`config.mk`:
```
export PLATFORM = sky130hd
export DESIGN_NAME = cacheline_arbiter
export DESIGN_NICKNAME = d
export VERILOG_FILES = /design/src/rtl/arbiter_pkg.sv /design/src/rtl/arbiter_fsm.sv /design/src/rtl/cacheline_arbiter.sv
export SDC_FILE = /design/constraint.sdc
export NUM_CORES = 1
export LEC_CHECK = 0
export ABC_AREA = 1
export CORE_AREA = 2 2 538 540
export DETAILED_ROUTE_END_ITERATION = 6
export DIE_AREA = 0 0 540 542
export HOLD_SLACK_MARGIN = 0.06
export MAX_ROUTING_LAYER = met4
export SYNTH_ARGS = -nofsm -noshare
export SYNTH_HDL_FRONTEND = slang
export SYNTH_SLANG_ARGS = --single-unit
```
`constraint.sdc`:
```
create_clock -name clk -period 1.98 [get_ports clk]
set_clock_uncertainty 0.2 [all_clocks]
set_input_delay 0.594 -clock clk [delete_from_list [all_inputs] [get_ports clk]]
set_output_delay 0.594 -clock clk [all_outputs]
set_load 0.02 [all_outputs]
```
`src/rtl/arbiter_pkg.sv`:
```
// ============================================================================
// Module      : arbiter_pkg
// Description : Shared types and default widths for the cacheline arbiter.
// Revision    : 1.0 - initial release
// ============================================================================
`default_nettype none

package arbiter_pkg;

    localparam int c_addr_width_default = 32;
    localparam int c_line_width_default = 256;

    typedef enum logic [1:0] {
        IDLE    = 2'd0,
        SERVE_I = 2'd1,
        SERVE_D = 2'd2,
        RECOVER = 2'd3
    } arb_state_t;

    typedef enum logic {
        INST = 1'b0,
        DATA = 1'b1
    } grant_t;

endpackage

`default_nettype wire

```
`src/rtl/arbiter_fsm.sv`:
```
// ============================================================================
// Module      : arbiter_fsm
// Description : Grant FSM with round-robin tie-break between I and D sides.
// Revision    : 1.0 - initial release
// ============================================================================
`default_nettype none

module arbiter_fsm
    import arbiter_pkg::*;
(
    input  logic   clk,
    input  logic   rst,
    input  logic   i_inst_req,
    input  logic   i_data_req,
    input  logic   i_pmem_resp,
    output logic   o_grant_valid,
    output grant_t o_grant_sel
);

    arb_state_t r_state;
    grant_t     r_last_grant;
    logic       r_grant_valid;
    grant_t     r_grant_sel;
    grant_t     w_pick;

    // On contention the side that did not win last time gets the grant.
    always_comb begin
        w_pick = INST;
        if (i_inst_req && i_data_req) begin
            w_pick = (r_last_grant == INST) ? DATA : INST;
        end else if (i_data_req) begin
            w_pick = DATA;
        end
    end

    always_ff @(posedge clk) begin
        if (rst) begin
            r_state       <= IDLE;
            r_last_grant  <= INST;
            r_grant_valid <= 1'b0;
            r_grant_sel   <= INST;
        end else begin
            case (r_state)
                IDLE: begin
                    if (i_inst_req || i_data_req) begin
                        r_grant_valid <= 1'b1;
                        r_grant_sel   <= w_pick;
                        r_last_grant  <= w_pick;
                        r_state       <= (w_pick == DATA) ? SERVE_D : SERVE_I;
                    end
                end
                SERVE_I, SERVE_D: begin
                    // Held regardless of the requester until memory answers.
                    if (i_pmem_resp) begin
                        r_grant_valid <= 1'b0;
                        r_state       <= RECOVER;
                    end
                end
                RECOVER: begin
                    r_state <= IDLE;
                end
                default: begin
                    r_grant_valid <= 1'b0;
                    r_state       <= IDLE;
                end
            endcase
        end
    end

    assign o_grant_valid = r_grant_valid;
    assign o_grant_sel   = r_grant_sel;

endmodule

`default_nettype wire

```
`src/rtl/cacheline_arbiter.sv`:
```
// ============================================================================
// Module      : cacheline_arbiter
// Description : Shares one line-wide memory port between I-cache and D-cache.
// Revision    : 1.0 - initial release
// ============================================================================
`default_nettype none

module cacheline_arbiter
    import arbiter_pkg::*;
#(
    parameter int ADDR_WIDTH = c_addr_width_default,
    parameter int LINE_WIDTH = c_line_width_default,
    parameter bit ASSERT_EN  = 1'b1
) (
    input  logic                  clk,
    input  logic                  rst,
    input  logic                  inst_read,
    input  logic [ADDR_WIDTH-1:0] inst_address,
    output logic [LINE_WIDTH-1:0] inst_rdata,
    output logic                  inst_resp,
    input  logic                  data_read,
    input  logic                  data_write,
    input  logic [ADDR_WIDTH-1:0] data_address,
    input  logic [LINE_WIDTH-1:0] data_wdata,
    output logic [LINE_WIDTH-1:0] data_rdata,
    output logic                  data_resp,
    output logic                  pmem_read,
    output logic                  pmem_write,
    output logic [ADDR_WIDTH-1:0] pmem_address,
    output logic [LINE_WIDTH-1:0] pmem_wdata,
    input  logic [LINE_WIDTH-1:0] pmem_rdata,
    input  logic                  pmem_resp
);

    logic   w_grant_valid;
    grant_t w_grant_sel;
    logic   w_serve_i;
    logic   w_serve_d;

    arbiter_fsm u_fsm (
        .clk           (clk),
        .rst           (rst),
        .i_inst_req    (inst_read),
        .i_data_req    (data_read | data_write),
        .i_pmem_resp   (pmem_resp),
        .o_grant_valid (w_grant_valid),
        .o_grant_sel   (w_grant_sel)
    );

    assign w_serve_i = w_grant_valid && (w_grant_sel == INST);
    assign w_serve_d = w_grant_valid && (w_grant_sel == DATA);

    // A write wins if the D side illegally raises both commands.
    assign pmem_read  = w_serve_i | (w_serve_d & data_read & ~data_write);
    assign pmem_write = w_serve_d & data_write;

    always_comb begin
        pmem_address = '0;
        pmem_wdata   = '0;
        if (w_serve_i) begin
            pmem_address = inst_address;
        end else if (w_serve_d) begin
            pmem_address = data_address;
            pmem_wdata   = data_wdata;
        end
    end

    assign inst_resp  = w_serve_i & pmem_resp;
    assign data_resp  = w_serve_d & pmem_resp;
    assign inst_rdata = pmem_rdata;
    assign data_rdata = pmem_rdata;

    generate
        if (ASSERT_EN) begin : g_rw_check
            always_ff @(posedge clk) begin
                if (!rst) begin
                    assert (!(data_read && data_write))
                        else $error("cacheline_arbiter: data_read and data_write high together");
                end
            end
        end
    endgenerate

endmodule

`default_nettype wire

```
==> qor.yml, run 1 <==
drt-wirelength-per-cell_um: 40.9
kind_of_end_point_of_the_critical_path: "output port"
post_synth_simple_gate_area_pct: 18.4
place.detailed.hpwl_mm: 206
cts.sink_count: 4
drt-pass1-iter-count: 4
count_of_different_cell_masters_after_synthesis: 19
floorplan.initialDensity_pct: 2.37
detailed_place.area_sq_um: 16300
achievable-frequency_mhz: 412
cts.clk_slew.worst_paths_ns: 0.03
hold_viol_final: 0
hold_path.class: "reg -> reg"
ys_warn_count: 0
slew-limit-headroom_pct: 77.5
fin_area_sq_um: 17500
grt_overflow: 0
fillerInstances: 33900
drtIter0Drc: 226
pin_count_of_the_biggest_net_entering_global_routing: 34
cts_hold_repair.buffers: 0
cp_common_cell: "sky130_fd_sc_hd__buf_12"
via_count_of_the_first_global_routing_pass: 7883
synth_seq_cells: 4
antenna_found_initial: 142
failing_checks: "setup timing"
worst-path-max-fanout: 16
number_of_failing_setup_endpoints_in_the_final_timing_report: 284
post-route-drc-count: 0
crit_path_cell_trace: "buf_6 -> or2_4 -> buf_12 -> o21ai_4 -> buf_12"
critPathMaxStageDelay_ns: 0.35
cts-buffers-inserted: 3
die_area_sq_um: 293000
cp_data_required_time_ns: 1.19
crit_slowest_cell: "sky130_fd_sc_hd__dfxtp_4"
synthAdderAreaFrac_pct: 0.367
dominant_combinational_cell_family_by_area_after_synthesis: "buffers and inverters"
cts_buffer_depth: 2
avgViaCountPerCell: 1.57
result_of_the_run: "finished, violations left"
synth_edf_count: 0
synth_async_sr_flop_share_pct: 0
place_congestion: 0.844
synth_area_sq_um: 6810
timing_max_transition_violations_final: 0
synthMuxAreaShare_pct: 0
final_layout_size_suffix_gt1_share_pct: 39.9
port_buffers: 617
seq_area_frac_synth_pct: 1.18
layout_common_cells: "sky130_fd_sc_hd__clkdlybuf4s50_1, sky130_fd_sc_hd__inv_1, sky130_fd_sc_hd__buf_12, sky130_fd_sc_hd__nor2_1, sky130_fd_sc_hd__buf_4"
mappedNetlistNets: 1795
timing.setup.critical_path_class: "reg -> out"
syn-mean-instance-area_sq_um: 5.62
crit_arrival_ns: 1.63
design.core.area_sq_um: 287000
maximum_vdd_ir_drop_mv: 0.354
num_rows: 197
share_of_the_synthesized_netlist_area_taken_by_xor_and_xnor_gates_pct: 0
post_synth_top_flop: "sky130_fd_sc_hd__dfxtp_1"
critPathLaunchType: "flip-flop"
synth_area_in_compound_gates_pct: 4.15
vertical_extent_of_the_die_um: 542
grt_setup_unrepaired: "true"
post-route-worst-setup-slack_ns: -0.447
layout_commonest_cell: "sky130_fd_sc_hd__clkdlybuf4s50_1"
final_antenna_net_count: 0
grt_first_pass_wirelength_mm: 232
synthToLayoutAreaGrowth_pct: 157
wirelength_mm: 213
min_period_ns: 2.43
chipWidth_um: 540
power_leakage_nw: 6.38
io_pins: 1386
max_slew.worst_pin.slew_ns: 0.337
clk_root_buffer_cell: "sky130_fd_sc_hd__clkbuf_16"
synthesis.instances: 1211
num-nets-final: 1926
track_usage_pct: 14.4
layout_worst_path_cycle_share_pct: 123
clkLatencyLatePin_ns: 0.22
clock_tree_from_tritoncts: "done"
dr_total_vias: 8135
utilization_pct: 6.10
maxCapViolations: 0
cts_max_level: 1
powerDensity_nw_per_um2: 419
==> synthesized netlist by cell type, types with 2 or more instances <==
cell                       count  area (sq um)
sky130_fd_sc_hd__inv_1       296          1110
sky130_fd_sc_hd__ha_1          2          25.0
sky130_fd_sc_hd__buf_2        26           130
sky130_fd_sc_hd__nand3_1      36           180
sky130_fd_sc_hd__dfxtp_1       4          80.1
sky130_fd_sc_hd__buf_6         3          33.8
sky130_fd_sc_hd__clkbuf_1      9          33.8
sky130_fd_sc_hd__o21ai_1       4          20.0
sky130_fd_sc_hd__nand2_1      17          63.8
sky130_fd_sc_hd__nor2_1      266           998
sky130_fd_sc_hd__o21ai_2      28           245
sky130_fd_sc_hd__buf_4       513          3850
==> registers in the layout (all words and copies together), names as in the netlist <==
register	flops
u_fsm.r_state	2
u_fsm.r_last_grant	1
u_fsm.o_grant_valid	1
==> final cells by class <==
cell class | instances | area (sq um) | share of cell area, %
multi-input cells | 358 | 2300 | 13.2
repair buffers | 678 | 9010 | 51.5
well taps | 3781 | 4730 | 27.0
diodes | 71 | 178 | 1.02
inverters | 297 | 1120 | 6.39
clock buffers | 3 | 75.1 | 0.429
flip-flops and latches | 4 | 87.6 | 0.500
==> through the flow <==
step / setup WS, ns / hold slack (ns) / total power [mW] / std cells / setup TNS [ns]
after detailed placement: -0.730 / 0.374 / 6.51 / 5108 / -94.25
after floorplan: -0.00784 / 0.321 / 3.51 / 1211 / -0.0784
after global routing: -0.487 / 0.453 / 7.76 / 5186 / -108.66
final: -0.447 / 0.376 / 7.33 / 5192 / -91.80
after global placement: -0.742 / 0.347 / 6.48 / 5108 / -92.17
after CTS: -0.468 / 0.378 / 7.22 / 5118 / -99.09
==> logic make-up (layout without fill, tap and decap cells) <==
kind of cell / after synthesis / count (layout)
AO/OA/AOI/OAI: 35 / 35
AND/OR/NAND/NOR: 321 / 321
other: 0 / 71
flip-flops: 4 / 4
adder cells (fa/ha/maj): 2 / 2
buffers and inverters: 849 / 978
==> timing repair <==
| action | CTS | global route |
|---|---|---|
| buffers inserted | 6 | 1 |
| gates cloned | 1 | 3 |
| resized for setup | 262 | 108 |
| endpoints found under the setup margin | 295 | 292 |
| pin swaps | 14 | 5 |
==> path summary, 6_finish.rpt <==
| path | startpoint | end | slack, ns | cells after the start |
|---|---|---|---|---|
| setup reg to reg | u_fsm.r_state[0]$_SDFFE_PP0P_ | u_fsm.r_state[0]$_SDFFE_PP0P_ | 0.52 | 7 |
| hold reg to reg | u_fsm.r_state[0]$_SDFFE_PP0P_ | u_fsm.r_state[0]$_SDFFE_PP0P_ | 0.38 | 4 |
| hold / removal | u_fsm.r_state[0]$_SDFFE_PP0P_ | u_fsm.r_state[0]$_SDFFE_PP0P_ | 0.38 | 4 |
| setup / recovery | u_fsm.r_last_grant$_SDFFE_PP0P_ | pmem_address[4] | -0.45 | 5 |
==> power by group <==
group	total, mW	switching (mW)	internal (mW)
Sequential	0.145	0.0241	0.120
Clock	0.313	0.0548	0.258
Combinational	6.88	3.61	3.26
Total	7.33	3.69	3.64
==> critical path, delay by kind of cell (launching register included) <==
family | cells | cell delay (ns)
compound gates | 1 | 0.24
flops | 1 | 0.35
simple gates | 1 | 0.29
buf+inv | 3 | 0.45
==> per-layer routing <==
metal,track usage (%),wire (um),up-vias
li1,-,-,3242
met1,7.84,41600,3119
met2,20.5,87100,1407
met3,23.5,76800,367
met4,3.62,7040,0
met5,-,0,-
(Power assumes the default switching activity.)
==> run 2, diff against run 1 <==
--- a/config.mk
+++ b/config.mk
@@ -11,6 +11,7 @@
 export DIE_AREA = 0 0 540 542
 export HOLD_SLACK_MARGIN = 0.06
 export MAX_ROUTING_LAYER = met4
+export SLEW_MARGIN = 20
 export SYNTH_ARGS = -nofsm -noshare
 export SYNTH_HDL_FRONTEND = slang
 export SYNTH_SLANG_ARGS = --single-unit
==> results of run 2 <==
No change in the layout: final DEF, timing and power equal those of run 1.
